[src/rtl/ps2_scan_ctrl.sv]
// PS/2 receiver handshake sequencer: syncs scan_ready, pulses read, folds E0/F0 prefixes into key events queued in a FWFT FIFO.
// Latency: rdy_s high to event visible is 2 + READ_PULSE + 1 cycles minimum (CAPTURE, ACK >= READ_PULSE, DECODE, push).
// Backpressure: none toward the receiver; a push into a full FIFO without a same-cycle pop drops the event and sets overflow.
module ps2_scan_ctrl #(
    parameter int FIFO_DEPTH     = 8,
    parameter int READ_PULSE     = 4,
    parameter int ACK_TIMEOUT    = 1024,
    parameter int PREFIX_TIMEOUT = 2000000
) (
    input  logic                          clk_100,
    input  logic                          reset,
    input  logic                          scan_ready_i,
    input  logic [7:0]                    scan_code_i,
    output logic                          read_o,
    output logic                          evt_valid,
    output logic [9:0]                    evt_data,
    input  logic                          evt_pop,
    output logic [$clog2(FIFO_DEPTH):0]   evt_count,
    output logic                          overflow,
    output logic                          ack_err,
    output logic                          rx_err,
    input  logic                          clear_err
);

    localparam int AW      = $clog2(FIFO_DEPTH);
    localparam int CW      = AW + 1;
    localparam int ACK_MAX = (ACK_TIMEOUT > READ_PULSE) ? ACK_TIMEOUT : READ_PULSE;
    localparam int ACK_CW  = $clog2(ACK_MAX + 1);
    localparam int PFX_CW  = $clog2(PREFIX_TIMEOUT + 1);

    typedef enum logic [1:0] {
        S_IDLE    = 2'd0,
        S_CAPTURE = 2'd1,
        S_ACK     = 2'd2,
        S_DECODE  = 2'd3
    } state_t;

    // synchronizer for the receiver's asynchronous byte-available flag
    logic sync1_q, sync2_q;
    logic rdy_s;

    // sequencer state
    state_t              state_q, state_d;
    logic [7:0]          byte_q, byte_d;
    logic                read_q, read_d;
    logic [ACK_CW-1:0]   ack_cnt_q, ack_cnt_d;
    logic [ACK_CW-1:0]   ack_elapsed;
    logic [PFX_CW-1:0]   pfx_cnt_q, pfx_cnt_d;
    logic                ext_q, ext_d;
    logic                brk_q, brk_d;

    // sticky error flags
    logic                overflow_q, overflow_d;
    logic                ack_err_q, ack_err_d;
    logic                rx_err_q, rx_err_d;

    // event FIFO
    logic [9:0]          mem_q [FIFO_DEPTH];
    logic [9:0]          mem_d [FIFO_DEPTH];
    logic [AW-1:0]       wr_ptr_q, wr_ptr_d;
    logic [AW-1:0]       rd_ptr_q, rd_ptr_d;
    logic [CW-1:0]       count_q, count_d;

    // decode-side requests into the FIFO and flag logic
    logic                push_req;
    logic [9:0]          push_dat;
    logic                set_rx_err;
    logic                set_ack_err;
    logic                pop_ok;
    logic                push_ok;
    logic                drop_evt;

    assign rdy_s = sync2_q;

    // two-flop synchronizer; only rdy_s is ever looked at downstream
    always_ff @(posedge clk_100) begin
        if (reset) begin
            sync1_q <= 1'b0;
            sync2_q <= 1'b0;
        end else begin
            sync1_q <= scan_ready_i;
            sync2_q <= sync1_q;
        end
    end

    // cycles spent in ACK including the current one
    assign ack_elapsed = ack_cnt_q + ACK_CW'(1);

    // handshake FSM, prefix folding and prefix expiry timer
    always_comb begin
        state_d     = state_q;
        byte_d      = byte_q;
        ack_cnt_d   = ack_cnt_q;
        pfx_cnt_d   = pfx_cnt_q;
        ext_d       = ext_q;
        brk_d       = brk_q;
        push_req    = 1'b0;
        push_dat    = 10'd0;
        set_rx_err  = 1'b0;
        set_ack_err = 1'b0;

        case (state_q)
            S_IDLE: begin
                // a pending prefix only survives a bounded quiet period
                if (ext_q || brk_q) begin
                    if (pfx_cnt_q == PFX_CW'(PREFIX_TIMEOUT - 1)) begin
                        ext_d     = 1'b0;
                        brk_d     = 1'b0;
                        pfx_cnt_d = '0;
                    end else begin
                        pfx_cnt_d = pfx_cnt_q + PFX_CW'(1);
                    end
                end else begin
                    pfx_cnt_d = '0;
                end
                if (rdy_s) begin
                    state_d = S_CAPTURE;
                end
            end
            S_CAPTURE: begin
                byte_d    = scan_code_i;
                ack_cnt_d = '0;
                pfx_cnt_d = '0;
                state_d   = S_ACK;
            end
            S_ACK: begin
                if ((ack_elapsed >= ACK_CW'(READ_PULSE)) && !rdy_s) begin
                    state_d = S_DECODE;
                end else if (rdy_s && (ack_elapsed >= ACK_CW'(ACK_TIMEOUT))) begin
                    // receiver never released the flag: abandon the byte and any prefix
                    set_ack_err = 1'b1;
                    ext_d       = 1'b0;
                    brk_d       = 1'b0;
                    state_d     = S_IDLE;
                end else begin
                    ack_cnt_d = ack_elapsed;
                end
            end
            S_DECODE: begin
                state_d = S_IDLE;
                case (byte_q)
                    8'hE0: ext_d = 1'b1;
                    8'hF0: brk_d = 1'b1;
                    8'h00, 8'hFF: begin
                        set_rx_err = 1'b1;
                        ext_d      = 1'b0;
                        brk_d      = 1'b0;
                    end
                    default: begin
                        push_req = 1'b1;
                        push_dat = {ext_q, brk_q, byte_q};
                        ext_d    = 1'b0;
                        brk_d    = 1'b0;
                    end
                endcase
            end
            default: state_d = S_IDLE;
        endcase

        // read is a registered image of being in ACK, so it rises the cycle after CAPTURE
        read_d = (state_d == S_ACK);
    end

    // FIFO accounting: a pop is taken first, so a full FIFO still accepts a push alongside a pop
    always_comb begin
        pop_ok   = evt_pop && (count_q != '0);
        push_ok  = push_req && ((count_q != CW'(FIFO_DEPTH)) || pop_ok);
        drop_evt = push_req && !push_ok;

        wr_ptr_d = wr_ptr_q;
        rd_ptr_d = rd_ptr_q;
        count_d  = count_q;
        mem_d    = mem_q;

        if (push_ok) begin
            mem_d[wr_ptr_q] = push_dat;
            wr_ptr_d        = wr_ptr_q + AW'(1);
        end
        if (pop_ok) begin
            rd_ptr_d = rd_ptr_q + AW'(1);
        end
        case ({push_ok, pop_ok})
            2'b10:   count_d = count_q + CW'(1);
            2'b01:   count_d = count_q - CW'(1);
            default: count_d = count_q;
        endcase
    end

    // sticky flags: a set in the same cycle as clear_err wins
    always_comb begin
        overflow_d = drop_evt    | (overflow_q & ~clear_err);
        ack_err_d  = set_ack_err | (ack_err_q  & ~clear_err);
        rx_err_d   = set_rx_err  | (rx_err_q   & ~clear_err);
    end

    // control state register; reset abandons any byte in flight
    always_ff @(posedge clk_100) begin
        if (reset) begin
            state_q    <= S_IDLE;
            byte_q     <= 8'd0;
            read_q     <= 1'b0;
            ack_cnt_q  <= '0;
            pfx_cnt_q  <= '0;
            ext_q      <= 1'b0;
            brk_q      <= 1'b0;
            overflow_q <= 1'b0;
            ack_err_q  <= 1'b0;
            rx_err_q   <= 1'b0;
            wr_ptr_q   <= '0;
            rd_ptr_q   <= '0;
            count_q    <= '0;
        end else begin
            state_q    <= state_d;
            byte_q     <= byte_d;
            read_q     <= read_d;
            ack_cnt_q  <= ack_cnt_d;
            pfx_cnt_q  <= pfx_cnt_d;
            ext_q      <= ext_d;
            brk_q      <= brk_d;
            overflow_q <= overflow_d;
            ack_err_q  <= ack_err_d;
            rx_err_q   <= rx_err_d;
            wr_ptr_q   <= wr_ptr_d;
            rd_ptr_q   <= rd_ptr_d;
            count_q    <= count_d;
        end
    end

    // event storage needs no reset: an empty FIFO never exposes its contents as valid
    always_ff @(posedge clk_100) begin
        mem_q <= mem_d;
    end

    assign read_o    = read_q;
    assign evt_valid = (count_q != '0);
    assign evt_data  = mem_q[rd_ptr_q];
    assign evt_count = count_q;
    assign overflow  = overflow_q;
    assign ack_err   = ack_err_q;
    assign rx_err    = rx_err_q;

endmodule
[config.mk]
export PLATFORM = sky130hd
export DESIGN_NAME = ps2_scan_ctrl
export DESIGN_NICKNAME = d
export VERILOG_FILES = /design/src/rtl/ps2_scan_ctrl.sv
export SDC_FILE = /design/constraint.sdc
export NUM_CORES = 1
export LEC_CHECK = 0
export BUFFER_PORTS_ARGS = -buffer_cell sky130_fd_sc_hd__buf_4
export CELL_PAD_IN_SITES_DETAIL_PLACEMENT = 0
export CELL_PAD_IN_SITES_GLOBAL_PLACEMENT = 1
export CORE_ASPECT_RATIO = 1.25
export CORE_MARGIN = 2
export CORE_UTILIZATION = 42
export CTS_BUF_LIST = sky130_fd_sc_hd__clkbuf_8 sky130_fd_sc_hd__clkbuf_16
export CTS_CLUSTER_DIAMETER = 120
export DETAILED_ROUTE_END_ITERATION = 10
export PLACE_DENSITY_LB_ADDON = 0.1
export SLEW_MARGIN = 20
export SYNTH_ARGS = -nofsm -noshare
export SYNTH_HDL_FRONTEND = slang
export SYNTH_SLANG_ARGS = --single-unit
[constraint.sdc]
create_clock -name clk_100 -period 3.3 [get_ports clk_100]
set_clock_uncertainty 0.2 [all_clocks]
set_input_delay 0.99 -clock clk_100 [delete_from_list [all_inputs] [get_ports clk_100]]
set_output_delay 0.99 -clock clk_100 [all_outputs]
set_load 0.02 [all_outputs]
==> results of run 1 <==
## cell families after synthesis
kind of cell             Yosys count  share of synthesized area [%]
adder cells (fa/ha/maj)            8                           1.73
buffers and inverters             33                           2.96
AND/OR/NAND/NOR                  181                           14.8
XOR/XNOR                           7                          0.985
multiplexers                      35                           9.85
flip-flops                       140                           57.9
AO/OA/AOI/OAI                    116                           11.7
## area by class of cell
cell class / count / area [sq um]
clock inverters: 15 / 158
flip-flops and latches: 140 / 3600
clock buffers: 17 / 425
well taps: 178 / 223
inverters: 9 / 33.8
repair buffers: 46 / 358
multi-input cells: 347 / 2440
fillers: 1306 / 7230
## sequential cells by signal, indices dropped and copies added, names as in the netlist, 2 cells and up
signal,count
pfx_cnt_q,21
mem_q,80
ack_cnt_q,11
evt_count,4
rd_ptr_q,3
byte_q,8
wr_ptr_q,3
state_q,2
## cells in the mapped netlist (all sizes together) (4+ instances only)
cell and count:
a211oi 6, a21o 5, a21oi 43, a311oi 6, and2 11, buf 6, clkbuf 18, dfxtp 60
edfxtp 80, ha 7, inv 9, mux2 10, mux2i 5, mux4 20, nand2 41, nand2b 5
nand3 17, nand3b 5, nand4 5, nor2 46, nor2b 4, nor3 14, nor4 4, o21a 6
o21ai 28, or2 4, or3 6, or4 8, xnor2 5
## layer usage
layer,track usage [%],vias up
met5,0,-
met4,6.93,0
met3,3.50,23
met2,31.3,61
met1,21.1,2033
li1,-,2056
## power by group
group | internal [mW] | total [mW] | switching [mW]
registers | 1.85 | 1.87 | 0.0248
clock network | 1.17 | 1.89 | 0.719
logic | 0.233 | 0.484 | 0.251
total | 3.25 | 4.25 | 0.995
## critical path: stages, from the launching register on
cell and delay [ps]:
sky130_fd_sc_hd__dfxtp_1 350, sky130_fd_sc_hd__buf_12 220, sky130_fd_sc_hd__mux4_2 530, sky130_fd_sc_hd__mux2_2 280
sky130_fd_sc_hd__buf_4 160
## worst paths after layout
check | from | endpoint | cells past startpoint
hold reg to reg | sync1_q$_SDFF_PP0_ | rdy_s$_SDFF_PP0_ | 1
setup / recovery | rd_ptr_q[0]$_SDFFE_PP0P_ | evt_data[7] | 4
hold / removal | sync1_q$_SDFF_PP0_ | rdy_s$_SDFF_PP0_ | 1
setup reg to reg | byte_q[3]$_SDFFE_PP0P_ | evt_count[3]$_SDFFE_PP0P_ | 11
## per-stage QoR
step	instance area [sq um]	hold WS [ps]	total power [mW]	setup WS, ps	cells
floorplan	6220	214	2.26	320	520
global placement	6650	223	2.40	256	720
detailed placement	6650	225	2.40	216	720
CTS	7240	239	4.29	109	752
global route	7240	265	4.40	38.2	752
finish	7240	234	4.25	142	752
==> results.md, run 1 <==
| Item | This run | Unit |
|---|---|---|
| Fraction of post-synthesis cell area in the top cell type by area | 38.6 | % |
| Mean post-synth cell area | 12.0 | sq um |
| Final Util | 50.0 | % |
| Number of distinct library cell variants in the gate-level netlist after synthesis | 59 | - |
| Sequential element share of the synthesized area | 57.9 | % |
| Met2 WL post-DR | 7.06 | mm |
| WP data required | 2110 | ps |
| Min Tclk post-route | 3160 | ps |
| CTS tree | yes | - |
| First-pass GRT wire length | 21.7 | mm |
| # diodes | 0 | - |
| Via total after detailed routing | 4173 | - |
| Commonest non-fill, non-tap cell in the layout | sky130_fd_sc_hd__edfxtp_1 | - |
| Number of buffers added by the clock tree synthesis step | 17 | - |
| Number of primary I/O pins | 32 | - |
| Global router's overall resource usage | 17.7 | % |
| Number of nets in the layout | 582 | - |
| Max transition margin | 27.3 | % |
| Number of remaining DRC errors | 2 | - |
| Routed length on met3 | 374 | um |
| Highest-count cells in the layout ignoring fill and taps | 80 x sky130_fd_sc_hd__edfxtp_1, 60 x sky130_fd_sc_hd__dfxtp_1, 45 x sky130_fd_sc_hd__nor2_1, 45 x sky130_fd_sc_hd__buf_4, 43 x sky130_fd_sc_hd__a21oi_1 | - |
| Antenna violations before repair | 0 | - |
| Most area-hungry cell type in the Yosys netlist | sky130_fd_sc_hd__edfxtp_1 | - |
| Arr. time, crit path | 1970 | ps |
| Worst-case register-to-register setup slack | 230 | ps |
| Fraction of layout cells with a size suffix above 1 | 20.9 | % |
| Largest vdd supply drop | 0.311 | mV |
| Nature of the critical path startpoint | flop | - |
| Final global-route overflow total | 0 | - |
| CP Max Fanout | 22 | - |
| Port-buffer cells | 31 | - |
| Post-cts repair resize count | 0 | - |
| Iter 0 DRT Violations | 210 | - |
| TritonCTS sink count | 140 | - |
| Die width | 113 | um |
| Setup Crit Path Kind | flop to primary output | - |
| Half-perimeter wire length of the detailed placement result | 9.15 | mm |
| Portion of the clock cycle consumed by the worst path in the final layout | 95.7 | % |
| Clock transition at the registers of the reported paths | 60 | ps |
| Average wire per standard cell | 18.1 | um |
| Max-slew violations | 0 | - |
| Leakage power | 2.51 | nW |
| Initial DRT Pass Iterations | 7 | - |
| Hold Violations, Final | 0 | - |
| Clock Tree Buf Depth | 2 | - |
| Summed negative setup slack over all endpoints | 0 | ps |
| Synth top area cells | sky130_fd_sc_hd__edfxtp_1 39%, sky130_fd_sc_hd__dfxtp_1 19%, sky130_fd_sc_hd__mux4_2 7.2%, sky130_fd_sc_hd__a21oi_1 3.5%, sky130_fd_sc_hd__nor2_1 2.8% | - |
| Number of instances in the synthesized netlist | 520 | - |
| Via count of the first global-routing pass | 4160 | - |
| Core area | 14500 | sq um |
| Via density per instance | 5.55 | - |
| Post-CTS Setup Repair Bufs | 0 | - |
| Power density over cell area | 587 | nW/um^2 |
| Vertical extent of the die | 140 | um |
| Primary flip-flop cell chosen by synthesis mapping | sky130_fd_sc_hd__edfxtp_1 | - |
| Share of async-settable or async-resettable flops after synthesis | 0 | % |
| Final Wtd Congestion | 0.766 | - |
| Die outline area | 15800 | sq um |
| Failing checks | design-rule violations | - |
| Number of enable-type register cells in the synthesized netlist | 80 | - |
| Max Freq | 317 | MHz |
| Worst Tran Pin Value | 1090 | ps |
| Unrepaired setup endpoints after global routing | no | - |
| Cell at the root of the clock tree | sky130_fd_sc_hd__clkbuf_16 | - |
| Final Setup Violations | 0 | - |
| Synthesis-to-layout area growth | 16.3 | % |
| Max Cap Violations | 0 | - |
| Type of the most critical hold path | flop to flop | - |
| Net count after synthesis | 541 | - |
| Final antenna-violating net count | 0 | - |
| Aggregate routed wire length | 13.6 | mm |
| Clock H-tree levels | 4 | - |
| CTS hold repair buffers | 0 | - |
| Initial Utilization | 43.0 | % |
| Maximum number of pins on one net before global-route repair | 38 | - |
| Highest signal layer in the routed design | met4 | - |
| Crit end category | primary output | - |
| Clock latency on the worst-skew pair | 420 | ps |
| DRT met1 WL | 5.91 | mm |
| Status | complete, but fails checks | - |
| Post-synthesis sequential element count | 140 | - |
| Number of rows created at floorplan | 49 | - |
| Synthesis warning total | 0 | - |
| Synth Cell Area | 6220 | sq um |
Power figures use the tool's default switching activity.
==> run 2: changes to the inputs <==
--- a/config.mk
+++ b/config.mk
@@ -5,6 +5,7 @@
 export SDC_FILE = /design/constraint.sdc
 export NUM_CORES = 1
 export LEC_CHECK = 0
+export ABC_AREA = 1
 export BUFFER_PORTS_ARGS = -buffer_cell sky130_fd_sc_hd__buf_4
 export CELL_PAD_IN_SITES_DETAIL_PLACEMENT = 0
 export CELL_PAD_IN_SITES_GLOBAL_PLACEMENT = 1
==> run 2 against run 1 <==
Compared with the run above:
- non-clock buffer count increased by 6
- sequential share of layout area decreased by 1.5 points
- critical path type unchanged
- the flow now finishes without violations
- wire length increased by 11%
- die area increased by 2.6%
- worst setup slack improved by 61 ps
- count of clock-buffer cells in the layout unchanged
- area after synthesis increased by 2.7%
- synthesized cell count increased by 44%
- design area increased by 3.2%
- maximum frequency increased by 2.0%
- first-iteration DRC count increased by 50%
- register-to-register slack improved by 430 ps
==> results.md, run 2 <==
| Item | This run | Unit | Delta |
|---|---|---|---|
| Status | completed | - | was complete, but fails checks |
| Clock H-tree levels | 4 | - | unchanged |
| Die outline area | 16200 | sq um | was 15800 sq um |
| Capturing point of the worst reg2reg path | evt_count[3]$_SDFFE_PP0P_ | - | unchanged |
| Number of rows created at floorplan | 50 | - | was 49 |
| Initial Utilization | 42.8 | % | was 43.0% |
| TritonCTS sink count | 140 | - | unchanged |
| Most area-hungry cell type in the Yosys netlist | sky130_fd_sc_hd__edfxtp_1 | - | unchanged |
| Initial DRT Pass Iterations | 5 | - | was 7 |
| Fraction of post-synthesis cell area in the top cell type by area | 37.6 | % | was 38.6% |
| Post-placement cell area | 6880 | sq um | was 6650 sq um |
| Power share of the combinational group | 21.7 | % | was 11.4% |
| Vertical extent of the die | 142 | um | was 140 um |
| Max transition margin | 49.0 | % | was 27.3% |
| Number of flip-flops under the largest register name | 80 | - | unchanged |
| Global router's overall resource usage | 19.8 | % | was 17.7% |
| Max-slew violations | 0 | - | unchanged |
| Number of buffers added by the clock tree synthesis step | 17 | - | unchanged |
| Number of remaining DRC errors | 0 | - | was 2 |
| # diodes | 0 | - | unchanged |
| End point of the worst hold path | rdy_s$_SDFF_PP0_ | - | unchanged |
| Net count after synthesis | 770 | - | was 541 |
| Antenna violations before repair | 0 | - | unchanged |
| List of most frequent post-synthesis cells | 146 x sky130_fd_sc_hd__nor2_1, 131 x sky130_fd_sc_hd__nand2_1, 80 x sky130_fd_sc_hd__edfxtp_1 | - | was 80 x sky130_fd_sc_hd__edfxtp_1, 60 x sky130_fd_sc_hd__dfxtp_1, 46 x sky130_fd_sc_hd__nor2_1 |
| Post-cts repair resize count | 0 | - | unchanged |
| Largest registers | mem_q: 80 flops, pfx_cnt_q: 21 flops, ack_cnt_q: 11 flops | - | unchanged |
| Register with the highest flop count | mem_q | - | unchanged |
| Number of instances in the synthesized netlist | 749 | - | was 520 |
| Number of distinct library cell variants in the gate-level netlist after synthesis | 37 | - | was 59 |
| Number of primary I/O pins | 32 | - | unchanged |
| Post-route total power | 4.83 | mW | was 4.25 mW |
| Clock Tree Buf Depth | 2 | - | unchanged |
| Portion of the clock cycle consumed by the worst path in the final layout | 93.8 | % | was 95.7% |
| Internal power consumption | 3.42 | mW | was 3.25 mW |
| Final global-route overflow total | 0 | - | unchanged |
| Final Wtd Congestion | 0.830 | - | was 0.766 |
| Synth top area cells | sky130_fd_sc_hd__edfxtp_1 38%, sky130_fd_sc_hd__dfxtp_1 19%, sky130_fd_sc_hd__nor2_1 8.6%, sky130_fd_sc_hd__nand2_1 7.7%, sky130_fd_sc_hd__o21ai_0 5.1% | - | was sky130_fd_sc_hd__edfxtp_1 39%, sky130_fd_sc_hd__dfxtp_1 19%, sky130_fd_sc_hd__mux4_2 7.2%, sky130_fd_sc_hd__a21oi_1 3.5%, sky130_fd_sc_hd__nor2_1 2.8% |
| Arr. time, crit path | 1910 | ps | was 1970 ps |
| Highest-count cells in the layout ignoring fill and taps | 146 x sky130_fd_sc_hd__nor2_1, 131 x sky130_fd_sc_hd__nand2_1, 80 x sky130_fd_sc_hd__edfxtp_1 | - | was 80 x sky130_fd_sc_hd__edfxtp_1, 60 x sky130_fd_sc_hd__dfxtp_1, 45 x sky130_fd_sc_hd__nor2_1, 45 x sky130_fd_sc_hd__buf_4, 43 x sky130_fd_sc_hd__a21oi_1 |
| Aggregate routed wire length | 15.0 | mm | was 13.6 mm |
| Port-buffer cells | 31 | - | unchanged |
| Nature of the critical path startpoint | flop | - | unchanged |
| Clock latency on the worst-skew pair | 420 | ps | about the same |
| Crit end category | primary output | - | unchanged |
| First-pass GRT wire length | 24.7 | mm | was 21.7 mm |
| Post-CTS Setup Repair Bufs | 0 | - | unchanged |
| Synthesis-to-layout area growth | 16.8 | % | was 16.3% |
| Average wire per standard cell | 15.3 | um | was 18.1 um |
| Max Cap Violations | 0 | - | unchanged |
| CTS tree | yes | - | unchanged |
| CP Max Fanout | 27 | - | was 22 |
| Power density over cell area | 647 | nW/um^2 | was 587 nW/um^2 |
| Final Setup Violations | 0 | - | unchanged |
| Worst hold-check slack | 205 | ps | was 234 ps |
| Most utilized layer in the global route result | met2 | - | unchanged |
| Switching share of power | 29.2 | % | was 23.4% |
| Sequential element share of the synthesized area | 56.4 | % | was 57.9% |
| Share of async-settable or async-resettable flops after synthesis | 0 | % | unchanged |
| Commonest non-fill, non-tap cell in the layout | sky130_fd_sc_hd__nor2_1 | - | was sky130_fd_sc_hd__edfxtp_1 |
| Delay of the slowest critical-path stage | 320 | ps | was 530 ps |
| Met1 global-route usage | 21.2 | % | was 21.1% |
| Synth Cell Area | 6390 | sq um | was 6220 sq um |
| Met2 usage in global routing | 37.3 | % | was 31.3% |
| Half-perimeter wire length of the detailed placement result | 10.4 | mm | was 9.15 mm |
| Summed negative setup slack over all endpoints | 0 | ps | unchanged |
| Unrepaired setup endpoints after global routing | no | - | unchanged |
| Clock transition at the registers of the reported paths | 60 | ps | about the same |
| Mean post-synth cell area | 8.54 | sq um | was 12.0 sq um |
| Synthesis warning total | 0 | - | unchanged |
| Worst hold path stage count | 2 | - | was 1 |
| Fraction of layout cells with a size suffix above 1 | 12.1 | % | was 20.9% |
| Type of the most critical hold path | flop to flop | - | unchanged |
| Post-synthesis sequential element count | 140 | - | unchanged |
| Cell at the root of the clock tree | sky130_fd_sc_hd__clkbuf_16 | - | unchanged |
| Max Freq | 323 | MHz | was 317 MHz |
| Number of enable-type register cells in the synthesized netlist | 80 | - | unchanged |
| Maximum number of pins on one net before global-route repair | 38 | - | unchanged |
| Cells traversed along the worst timing path | inv_1 -> buf_4 -> buf_6 -> nor2_1 -> o22ai_1 -> nor2_1 -> a31oi_1 -> buf_4 | - | was buf_12 -> mux4_2 -> mux2_2 -> buf_4 |
| Hold Violations, Final | 0 | - | unchanged |
| Post-route insts no fill | 985 | - | was 752 |
| Worst reg2reg path startpoint | state_q[0]$_SDFF_PP0_ | - | was byte_q[3]$_SDFFE_PP0P_ |
| Design Area, Final | 7470 | sq um | was 7240 sq um |
| Min Tclk post-route | 3100 | ps | was 3160 ps |
| Setup Crit Path Kind | flop to primary output | - | unchanged |
| Startpoint of the worst hold path | sync1_q$_SDFF_PP0_ | - | unchanged |
| Number of nets in the layout | 812 | - | was 582 |
| Library cell with the highest instance count after synthesis | sky130_fd_sc_hd__nor2_1 | - | was sky130_fd_sc_hd__edfxtp_1 |
| Largest vdd supply drop | 0.246 | mV | was 0.311 mV |
| WP data required | 2110 | ps | about the same |
| Clock power share | 39.0 | % | was 44.5% |
| Via total after detailed routing | 5091 | - | was 4173 |
| Final antenna-violating net count | 0 | - | unchanged |
| Worst Tran Pin Value | 762 | ps | was 1090 ps |
| Met3 Usage GRT | 4.51 | % | was 3.50% |
| Core area | 15000 | sq um | was 14500 sq um |
| Register share of total power | 39.3 | % | was 44.1% |
| Primary flip-flop cell chosen by synthesis mapping | sky130_fd_sc_hd__edfxtp_1 | - | unchanged |
| CTS hold repair buffers | 0 | - | unchanged |
| Die width | 114 | um | was 113 um |
| Net switching component of the power | 1.41 | mW | was 995 uW |
| Worst-case register-to-register setup slack | 660 | ps | was 230 ps |
| Iter 0 DRT Violations | 315 | - | was 210 |
| Cell at the slowest stage of the critical path | sky130_fd_sc_hd__dfxtp_1 | - | was sky130_fd_sc_hd__mux4_2 |
| Register-to-Register Path Depth | 16 | - | was 11 |
| Number of placed cells counting well taps | 954 | - | was 720 |
| Leakage power | 2.72 | nW | was 2.51 nW |
| Via density per instance | 5.17 | - | was 5.55 |
| Via count of the first global-routing pass | 5102 | - | was 4160 |
## run 2: changes by cell type after synthesis, moves of 10 or more
cell                       before  now
sky130_fd_sc_hd__nand3_1       17   41
sky130_fd_sc_hd__nand2_1       41  131
sky130_fd_sc_hd__o21ai_0       28   65
sky130_fd_sc_hd__clkbuf_1      14   24
sky130_fd_sc_hd__nor2_1        46  146
sky130_fd_sc_hd__a21oi_1       43   55
sky130_fd_sc_hd__inv_1          9   66
sky130_fd_sc_hd__and2_1        10    0
sky130_fd_sc_hd__o22ai_1        0   10
sky130_fd_sc_hd__mux2_2        10    0
sky130_fd_sc_hd__mux4_2        20    0
## run 2: metrics by stage
step	util, %	setup slack [ps]
floorplan	-	576
global placement	46.0	317
detailed placement	46.0	250
CTS	49.9	90.9
global route	49.9	16.8
finish	49.9	203
## run 2: worst max-delay path by stage
| stage | startpoint | end | slack (ps) | cells past startpoint |
|---|---|---|---|---|
| final | rd_ptr_q[0]$_SDFFE_PP0P_ | evt_data[5] | 200 | 8 |
| after global routing | rd_ptr_q[0]$_SDFFE_PP0P_ | evt_data[5] | 20 | 8 |
| after CTS | rd_ptr_q[0]$_SDFFE_PP0P_ | evt_data[8] | 90 | 8 |
| after detailed placement | evt_pop | evt_count[3]$_SDFFE_PP0P_ | 250 | 14 |
| after global placement | evt_pop | evt_count[3]$_SDFFE_PP0P_ | 320 | 14 |
| after floorplan | evt_pop | mem_q[20]$_DFFE_PP_ | 580 | 8 |
## run 2: area by class of cell
class	count	area [sq um]
tap	182	228
clock buffer	17	425
clock inverter	14	154
timing repair buffer	52	398
fill	1434	7480
multi-input combinational	512	2400
sequential	140	3600
inverter	68	259
## run 2: power groups by stage
| stage | Combinational [mW] | Sequential, mW | Clock, mW |
|---|---|---|---|
| 2_1_floorplan | 0.664 | 1.95 | 0 |
| 3_3_place_gp | 1.04 | 1.93 | 0 |
| 3_5_place_dp | 1.06 | 1.94 | 0 |
| 4_1_cts | 1.06 | 1.90 | 1.93 |
| 5_1_grt | 1.17 | 1.90 | 1.99 |
| 6_report | 1.05 | 1.90 | 1.89 |
## run 2: metal layers
metal / vias to the layer above / wire [um]
li1: 2600 / -
met1: 2405 / 6240
met2: 71 / 8180
met3: 15 / 388
met4: 0 / 217
met5: - / 0
## run 2: worst max-delay path, delay by kind of cell (launching register included)
kind | cells | cell delay [ps]
AO/OA/AOI/OAI | 2 | 360
AND/OR/NAND/NOR | 2 | 120
flip-flops | 1 | 320
buffers and inverters | 4 | 680
## run 2: logic make-up (layout without fill, tap and decap cells)
family	after synthesis	in the layout	share of synthesized area [%]
simple gates	352	352	23.1
fa+ha+maj	8	8	1.68
buf+inv	97	151	6.09
compound gates	149	149	12.4
xor+xnor	3	3	0.411
flops	140	140	56.4
